File: src/rtl/dmem_arb_pkg.sv
// Shared types for the data-memory arbiter: FSM states, read-data owner tags
// and the rd_wr_mem size encoding understood by the data memory and decoder.
package dmem_arb_pkg;

    typedef enum logic [1:0] {
        NORMAL,
        EXT_FORCE,
        EXT_LOCK
    } arb_state_e;

    typedef enum logic {
        OWN_CORE,
        OWN_EXT
    } owner_e;

    typedef struct packed {
        logic   valid;
        owner_e owner;
    } tag_t;

    // rd_wr_mem: bit 2 selects zero-extension on loads, bits 1:0 the access size
    localparam logic [2:0] RW_BYTE   = 3'b000;
    localparam logic [2:0] RW_HALF   = 3'b001;
    localparam logic [2:0] RW_WORD   = 3'b010;
    localparam logic [2:0] RW_BYTE_U = 3'b100;
    localparam logic [2:0] RW_HALF_U = 3'b101;

endpackage

File: src/rtl/dmem_arbiter_if.sv
// Bundle of the two requester ports and the data-memory port around the arbiter.
// slave is the arbiter's view; master is the view of the core, loader and memory.
interface dmem_arbiter_if #(
    parameter int ADDR_W = 32,
    parameter int DATA_W = 32
);
    logic              core_req;
    logic              core_we;
    logic [2:0]        core_size;
    logic [ADDR_W-1:0] core_addr;
    logic [DATA_W-1:0] core_wdata;
    logic              core_gnt;
    logic              core_stall;
    logic              core_rvalid;
    logic [DATA_W-1:0] core_rdata;

    logic              ext_req;
    logic              ext_we;
    logic [2:0]        ext_size;
    logic [ADDR_W-1:0] ext_addr;
    logic [DATA_W-1:0] ext_wdata;
    logic              ext_lock;
    logic              ext_gnt;
    logic              ext_rvalid;
    logic [DATA_W-1:0] ext_rdata;

    logic              mem_en;
    logic              mem_wr;
    logic [2:0]        mem_rd_wr;
    logic [ADDR_W-1:0] mem_addr;
    logic [DATA_W-1:0] mem_wdata;
    logic [DATA_W-1:0] mem_rdata;

    modport slave (
        input  core_req, core_we, core_size, core_addr, core_wdata,
        output core_gnt, core_stall, core_rvalid, core_rdata,
        input  ext_req, ext_we, ext_size, ext_addr, ext_wdata, ext_lock,
        output ext_gnt, ext_rvalid, ext_rdata,
        output mem_en, mem_wr, mem_rd_wr, mem_addr, mem_wdata,
        input  mem_rdata
    );

    modport master (
        output core_req, core_we, core_size, core_addr, core_wdata,
        input  core_gnt, core_stall, core_rvalid, core_rdata,
        output ext_req, ext_we, ext_size, ext_addr, ext_wdata, ext_lock,
        input  ext_gnt, ext_rvalid, ext_rdata,
        input  mem_en, mem_wr, mem_rd_wr, mem_addr, mem_wdata,
        output mem_rdata
    );

endinterface

File: src/rtl/arb_tag_pipe.sv
// MEM_LAT-deep shift register carrying {valid, owner} for each issued access,
// so returning read data can be steered to the requester that issued it.
module arb_tag_pipe
    import dmem_arb_pkg::*;
#(
    parameter int MEM_LAT = 1
) (
    input  logic clock,
    input  logic reset,
    input  tag_t tag_in,
    output tag_t tag_out
);

    tag_t [MEM_LAT-1:0] stage;

    // NOTE: this storage is reset, unlike a data RAM, because a stale valid bit
    // would return phantom read data after reset.
    always_ff @(posedge clock or negedge reset) begin
        if (!reset) begin
            stage <= '0;
        end else begin
            // NOTE: non-blocking so every stage shifts from the old value.
            stage[0] <= tag_in;
            for (int i = 1; i < MEM_LAT; i++) begin
                stage[i] <= stage[i-1];
            end
        end
    end

    assign tag_out = stage[MEM_LAT-1];

endmodule

File: src/rtl/dmem_arbiter.sv
// Arbitrates the data-memory port between the core memory stage and an external
// loader/debug master, with starvation-forced and locked external service.
module dmem_arbiter
    import dmem_arb_pkg::*;
#(
    parameter int ADDR_W     = 32,
    parameter int DATA_W     = 32,
    parameter int MEM_LAT    = 1,  // legal range 1..4
    parameter int STARVE_LIM = 8
) (
    input  logic           clock,
    input  logic           reset,
    dmem_arbiter_if.slave  bus
);

    localparam int              CNT_W = $clog2(STARVE_LIM + 1);
    localparam logic [CNT_W-1:0] LIM  = CNT_W'(STARVE_LIM);

    arb_state_e       state;
    logic [CNT_W-1:0] starve_cnt;
    logic [CNT_W-1:0] cnt_next;
    logic             core_gnt;
    logic             ext_gnt;
    logic             ext_wait;
    tag_t             tag_in;
    tag_t             tag_out;

    // NOTE: defaults first in every always_comb so no path infers a latch.
    always_comb begin
        core_gnt = 1'b0;
        ext_gnt  = 1'b0;
        if (reset) begin
            case (state)
                NORMAL: begin
                    core_gnt = bus.core_req;
                    ext_gnt  = bus.ext_req & ~bus.core_req;
                end
                EXT_FORCE, EXT_LOCK: ext_gnt = bus.ext_req;
                default: ;
            endcase
        end
    end

    always_comb begin
        bus.mem_wr    = 1'b0;
        bus.mem_rd_wr = '0;
        bus.mem_addr  = '0;
        bus.mem_wdata = '0;
        if (core_gnt) begin
            bus.mem_wr    = bus.core_we;
            bus.mem_rd_wr = bus.core_size;
            bus.mem_addr  = bus.core_addr;
            bus.mem_wdata = bus.core_wdata;
        end else if (ext_gnt) begin
            bus.mem_wr    = bus.ext_we;
            bus.mem_rd_wr = bus.ext_size;
            bus.mem_addr  = bus.ext_addr;
            bus.mem_wdata = bus.ext_wdata;
        end
    end

    assign bus.mem_en     = core_gnt | ext_gnt;
    assign bus.core_gnt   = core_gnt;
    assign bus.ext_gnt    = ext_gnt;
    assign bus.core_stall = bus.core_req & ~core_gnt;

    assign ext_wait = bus.ext_req & ~ext_gnt;
    assign cnt_next = !ext_wait          ? '0  :
                      (starve_cnt == LIM) ? LIM : starve_cnt + 1'b1;

    // The forced slot lands in the cycle right after the counter hits the limit.
    always_ff @(posedge clock or negedge reset) begin
        if (!reset) begin
            state      <= NORMAL;
            starve_cnt <= '0;
        end else begin
            starve_cnt <= cnt_next;
            case (state)
                NORMAL: begin
                    if (ext_gnt && bus.ext_lock) state <= EXT_LOCK;
                    else if (cnt_next == LIM)    state <= EXT_FORCE;
                end
                EXT_FORCE: state <= (ext_gnt && bus.ext_lock) ? EXT_LOCK : NORMAL;
                EXT_LOCK:  if (!bus.ext_lock) state <= NORMAL;
                default:   state <= NORMAL;
            endcase
        end
    end

    assign tag_in = '{valid: bus.mem_en & ~bus.mem_wr,
                      owner: ext_gnt ? OWN_EXT : OWN_CORE};

    arb_tag_pipe #(
        .MEM_LAT (MEM_LAT)
    ) u_tag_pipe (
        .clock   (clock),
        .reset   (reset),
        .tag_in  (tag_in),
        .tag_out (tag_out)
    );

    assign bus.core_rvalid = tag_out.valid & (tag_out.owner == OWN_CORE);
    assign bus.ext_rvalid  = tag_out.valid & (tag_out.owner == OWN_EXT);
    assign bus.core_rdata  = bus.core_rvalid ? bus.mem_rdata : '0;
    assign bus.ext_rdata   = bus.ext_rvalid  ? bus.mem_rdata : '0;

endmodule

File: src/flat_wrapper.sv
// flat-port wrapper written by rule: the top's interface ports become plain ports
module dmem_arbiter_flat import dmem_arb_pkg::*;
#(
    parameter int ADDR_W     = 32,
    parameter int DATA_W     = 32,
    parameter int MEM_LAT    = 1,                     
    parameter int STARVE_LIM = 8
)
  (clock, reset, bus_core_req, bus_core_we, bus_core_size, bus_core_addr, bus_core_wdata, bus_core_gnt, bus_core_stall, bus_core_rvalid, bus_core_rdata, bus_ext_req, bus_ext_we, bus_ext_size, bus_ext_addr, bus_ext_wdata, bus_ext_lock, bus_ext_gnt, bus_ext_rvalid, bus_ext_rdata, bus_mem_en, bus_mem_wr, bus_mem_rd_wr, bus_mem_addr, bus_mem_wdata, bus_mem_rdata);
  dmem_arbiter_if #(.ADDR_W(ADDR_W), .DATA_W(DATA_W)) bus_i ();
  input  logic clock;
  input  logic reset;
  input wire logic [$bits(bus_i.core_req)-1:0] bus_core_req;
  input wire logic [$bits(bus_i.core_we)-1:0] bus_core_we;
  input wire logic [$bits(bus_i.core_size)-1:0] bus_core_size;
  input wire logic [$bits(bus_i.core_addr)-1:0] bus_core_addr;
  input wire logic [$bits(bus_i.core_wdata)-1:0] bus_core_wdata;
  output wire logic [$bits(bus_i.core_gnt)-1:0] bus_core_gnt;
  output wire logic [$bits(bus_i.core_stall)-1:0] bus_core_stall;
  output wire logic [$bits(bus_i.core_rvalid)-1:0] bus_core_rvalid;
  output wire logic [$bits(bus_i.core_rdata)-1:0] bus_core_rdata;
  input wire logic [$bits(bus_i.ext_req)-1:0] bus_ext_req;
  input wire logic [$bits(bus_i.ext_we)-1:0] bus_ext_we;
  input wire logic [$bits(bus_i.ext_size)-1:0] bus_ext_size;
  input wire logic [$bits(bus_i.ext_addr)-1:0] bus_ext_addr;
  input wire logic [$bits(bus_i.ext_wdata)-1:0] bus_ext_wdata;
  input wire logic [$bits(bus_i.ext_lock)-1:0] bus_ext_lock;
  output wire logic [$bits(bus_i.ext_gnt)-1:0] bus_ext_gnt;
  output wire logic [$bits(bus_i.ext_rvalid)-1:0] bus_ext_rvalid;
  output wire logic [$bits(bus_i.ext_rdata)-1:0] bus_ext_rdata;
  output wire logic [$bits(bus_i.mem_en)-1:0] bus_mem_en;
  output wire logic [$bits(bus_i.mem_wr)-1:0] bus_mem_wr;
  output wire logic [$bits(bus_i.mem_rd_wr)-1:0] bus_mem_rd_wr;
  output wire logic [$bits(bus_i.mem_addr)-1:0] bus_mem_addr;
  output wire logic [$bits(bus_i.mem_wdata)-1:0] bus_mem_wdata;
  input wire logic [$bits(bus_i.mem_rdata)-1:0] bus_mem_rdata;
  assign bus_i.core_req = bus_core_req;
  assign bus_i.core_we = bus_core_we;
  assign bus_i.core_size = bus_core_size;
  assign bus_i.core_addr = bus_core_addr;
  assign bus_i.core_wdata = bus_core_wdata;
  assign bus_core_gnt = bus_i.core_gnt;
  assign bus_core_stall = bus_i.core_stall;
  assign bus_core_rvalid = bus_i.core_rvalid;
  assign bus_core_rdata = bus_i.core_rdata;
  assign bus_i.ext_req = bus_ext_req;
  assign bus_i.ext_we = bus_ext_we;
  assign bus_i.ext_size = bus_ext_size;
  assign bus_i.ext_addr = bus_ext_addr;
  assign bus_i.ext_wdata = bus_ext_wdata;
  assign bus_i.ext_lock = bus_ext_lock;
  assign bus_ext_gnt = bus_i.ext_gnt;
  assign bus_ext_rvalid = bus_i.ext_rvalid;
  assign bus_ext_rdata = bus_i.ext_rdata;
  assign bus_mem_en = bus_i.mem_en;
  assign bus_mem_wr = bus_i.mem_wr;
  assign bus_mem_rd_wr = bus_i.mem_rd_wr;
  assign bus_mem_addr = bus_i.mem_addr;
  assign bus_mem_wdata = bus_i.mem_wdata;
  assign bus_i.mem_rdata = bus_mem_rdata;
  dmem_arbiter #(.ADDR_W(ADDR_W), .DATA_W(DATA_W), .MEM_LAT(MEM_LAT), .STARVE_LIM(STARVE_LIM)) u_core (.clock(clock), .reset(reset), .bus(bus_i));
endmodule
File: config.mk
export PLATFORM = sky130hd
export DESIGN_NAME = dmem_arbiter_flat
export DESIGN_NICKNAME = d
export VERILOG_FILES = /design/src/rtl/dmem_arb_pkg.sv /design/src/rtl/dmem_arbiter_if.sv /design/src/rtl/arb_tag_pipe.sv /design/src/rtl/dmem_arbiter.sv /design/src/flat_wrapper.sv
export SDC_FILE = /design/constraint.sdc
export NUM_CORES = 1
export LEC_CHECK = 0
export ABC_AREA = 1
export CAP_MARGIN = 20
export CORE_AREA = 2 2 122 124
export CTS_CLUSTER_DIAMETER = 200
export CTS_CLUSTER_SIZE = 25
export DETAILED_ROUTE_END_ITERATION = 7
export DIE_AREA = 0 0 124 126
export MAX_ROUTING_LAYER = met4
export SLEW_MARGIN = 20
export SYNTH_ARGS = -nofsm -noshare
export SYNTH_HDL_FRONTEND = slang
export SYNTH_SLANG_ARGS = --single-unit
File: constraint.sdc
create_clock -name clock -period 4.9 [get_ports clock]
set_clock_uncertainty 0.05 [all_clocks]
set_input_delay 0.98 -clock clock [delete_from_list [all_inputs] [get_ports clock]]
set_output_delay 0.98 -clock clock [all_outputs]
set_load 0.02 [all_outputs]
==> summary.md <==
The number of buffers and inverters on the critical path is 4. Fill cells in the final layout number 1543. The average wire length per cell after detail routing was 12.3 µm. Entering global routing, the biggest net connects 73 pins. The share of synthesized registers carrying an async set or reset is 1.00. The total routing usage reported by global routing was 0.127. The arrival time at the worst endpoint was 3.31 ns; the fraction of the cycle the final worst path needs was 0.885. The logs give 0 for the number of violations of the max-capacitance limit and 0 for the count of final hold-check violations.

Sorting the synthesized cells by how often they occur yields 153 x sky130_fd_sc_hd__nand2_1, 71 x sky130_fd_sc_hd__nor2_1, 69 x sky130_fd_sc_hd__o21ai_0, 50 x sky130_fd_sc_hd__inv_1, 19 x sky130_fd_sc_hd__clkbuf_1. The H-tree level count came out at 1. The critical path in this run is classified as primary input to output pin.

Across the VDD grid, the largest voltage drop is 0.0866 mV. The clock power share was 0.126; the final weighted congestion in routability-driven placement was 0.781. The number of antenna diodes in the final layout is 0.

The number of nets in the synthesized netlist came out at 580. Initial core utilization: 0.131. TritonCTS built the clock tree. For this run, the slowest stage of the critical path takes 0.67 ns. The number of antenna violations at the first check in global routing is 0, and the sum of negative setup slack is 0 ns. The run gives 0.363 as the post-layout utilization of the core. Vertical extent of the die: 126 µm.

STA puts the critical path data required time at 3.87 ns. In this run the cell area of the synthesized design comes to 1870 µm². The routed via count came out at 3409.

The signal on the critical path passes through clkdlybuf4s50_1, buf_4, nand3_2, buf_4, nand2_1, o21ai_0, clkdlybuf4s50_1. The footprint of the flip-flops and latches came out at 200 µm². During synthesis, Yosys emitted a total of 0 warnings. The final layout net count is 871, and the global-route congestion overflow total is 0. The pre-antenna-repair detailed-routing pass consisted of 4 iterations. The tools report the kind of start point of the critical path as a primary input. The number of hold buffers added after CTS was 0. The finished cells cover 5200 µm². Among cell families on the critical path, the largest total delay comes from buffers and inverters. The floorplan has 44 rows. The die covers 15600 µm².

For this run, design rule violations remaining after detail routing come to 0. Compared with the post-synthesis result, the final layout area differs by 178%. In this run the horizontal extent of the chip is 124 µm. For the post-synthesis cell type count, the log shows 20.

The remaining antenna violation count after routing came out at 0. The register share of total power is 0.079. The element type at the critical path end was an output pin. The maximum fanout count along the critical path works out to 70. The logs give 0.000590 W for the internal power consumption and 0.795 for the combinational fraction of design power. Setup violations remaining at the end of the flow were counted as 0. The leading register cell type out of synthesis is sky130_fd_sc_hd__dfrtp_1. The synthesized design contains 0 enable-type register cells. The power density over the cells is 207 nW/µm². For the HPWL after detailed placement, the log shows 8.91 mm. The share of post-route cells with drive strength above 1 was 0.0261; the count of pins over their slew limit was 0.

Port buffering added 310 buffers. The logs give 0.107 for the part of the Yosys area used for sequential elements and 0.00108 W for the overall power consumption. The biggest area contributor in the post-synthesis netlist is sky130_fd_sc_hd__nand2_1. On the critical path, the stage with the largest delay is an instance of sky130_fd_sc_hd__clkdlybuf4s50_1.

The first global-routing pass estimated 15.5 mm of wire. The final layout contains routed wiring with a total length of 10.7 mm. Post-CTS repair changed the size of 0 cells. After clock tree synthesis, the clock-pin slew on the worst setup and hold paths is 0.04 ns.

The relative slew slack was 0.297. After synthesis, the cell types taking the most area are sky130_fd_sc_hd__nand2_1 31%, sky130_fd_sc_hd__o21ai_0 18%, sky130_fd_sc_hd__nor2_1 14%, sky130_fd_sc_hd__dfrtp_1 11%, sky130_fd_sc_hd__inv_1 10%. The placed instances occupy a cell area of 5120 µm².

In this run, synthesis produced a sequential element count of 8. The share of Yosys cell area claimed by the top area cell type is 0.307, and the number of buffers on the longest clock path is 2. For the TritonCTS buffer count, the log shows 3. The number of setup buffers added after CTS is 0.

The analysis attributes to net switching a power of 0.000488 W. The worst-margin pin slew was 1.05 ns; the average cell area after synthesis was 4.66 µm². The worst hold slack is 0.466 ns. Using the TritonRoute via totals, the vias-per-cell ratio works out to 3.90. The via count of the first global-routing pass was 3131. The later pin in the worst-skew pair is clocked with a latency of 0.23 ns. Setup repair after global routing left no endpoint under its margin. Synthesis produced 401 cells. Summed over all cells, the static leakage comes to 2.28 nW. The most common cell in the netlist is sky130_fd_sc_hd__nand2_1. The path class of the tightest hold or removal check is flip-flop to flip-flop. Multi-input gate area in the final layout: 1370 µm². In this run the standard cell core region covers 14300 µm². Pin placement for this block handled 311 I/O pins.

The net switching fraction of the power was 0.453; the DRC marker count from the first detailed-route iteration was 94. After layout, the minimum clock period comes to 4.34 ns. The run finished with clean final reports. Derived from the worst setup path, the maximum achievable clock frequency is 0.231 GHz. The root buffer selected by CTS was sky130_fd_sc_hd__clkbuf_16.

Number of sinks driven by the clock tree: 8.
[state kept, by name (all words and copies together) (netlist names)]
signal and cells:
u_core.starve_cnt 4, u_core.state 2, u_core.u_tag_pipe.tag_out 2
[power groups by stage]
| stage | registers [W] | clock network, W | logic, W |
|---|---|---|---|
| after global routing | 0.0000877 | 0.000140 | 0.000929 |
| after floorplan | 0.0000838 | 0 | 0.000404 |
| after CTS | 0.0000856 | 0.000138 | 0.000872 |
| after global placement | 0.0000862 | 0 | 0.000874 |
| after detailed placement | 0.0000864 | 0 | 0.000868 |
| final | 0.0000854 | 0.000136 | 0.000857 |
[per-layer routing]
| metal | vias to the layer above | track usage | wire [µm] |
|---|---|---|---|
| li1 | 1790 | - | - |
| met1 | 1422 | 0.148 | 4330 |
| met2 | 189 | 0.233 | 5260 |
| met3 | 8 | 0.0154 | 1020 |
| met4 | 0 | 0.0218 | 125 |
| met5 | - | - | 0 |
[final timing paths]
kind                                       from              endpoint  slack (ns)  cells past startpoint
setup reg to reg                u_core.state[0]       u_core.state[1]        2.72                     12
setup / recovery                          reset     bus_mem_wdata[14]        0.56                      7
hold / removal             u_core.starve_cnt[0]  u_core.starve_cnt[0]        0.47                      1
max in group asynchronous                 reset       u_core.state[1]        3.65                      2
hold reg to reg            u_core.starve_cnt[0]  u_core.starve_cnt[0]        0.47                      1
min in group asynchronous                 reset  u_core.starve_cnt[1]        1.02                      2
[through the flow]
stage               instances  setup WS (ns)
floorplan                 401           1.85
global placement          871          0.412
detailed placement        871          0.481
CTS                       874          0.451
global route              874          0.317
finish                    874          0.562
[area by class of cell]
type | count | area share
multi-input cells | 314 | 0.263
well taps | 184 | 0.0443
inverters | 52 | 0.0376
clock buffers | 3 | 0.0144
repair buffers | 313 | 0.602
flip-flops and latches | 8 | 0.0385
[cells in the final DEF (no fill, tap or decap), types with 3 or more instances in the layout]
cell type	count
sky130_fd_sc_hd__nand2_1	153
sky130_fd_sc_hd__clkdlybuf4s50_1	307
sky130_fd_sc_hd__o21ai_0	69
sky130_fd_sc_hd__clkbuf_16	3
sky130_fd_sc_hd__buf_4	5
sky130_fd_sc_hd__nor2_1	71
sky130_fd_sc_hd__inv_1	50
sky130_fd_sc_hd__ha_1	6
sky130_fd_sc_hd__dfrtp_1	8
[kinds of logic (layout without fill, tap and decap cells)]
family                     count (synthesis)  after routing  share of synthesized area
and+or+nand+nor                          234            234                      0.486
buffers and inverters                     79            368                      0.164
AOI/OAI and AO/OA                         74             74                      0.203
DFF                                        8              8                      0.107
adders and majority gates                  6              6                     0.0402
Power figures use the tool's default switching activity.
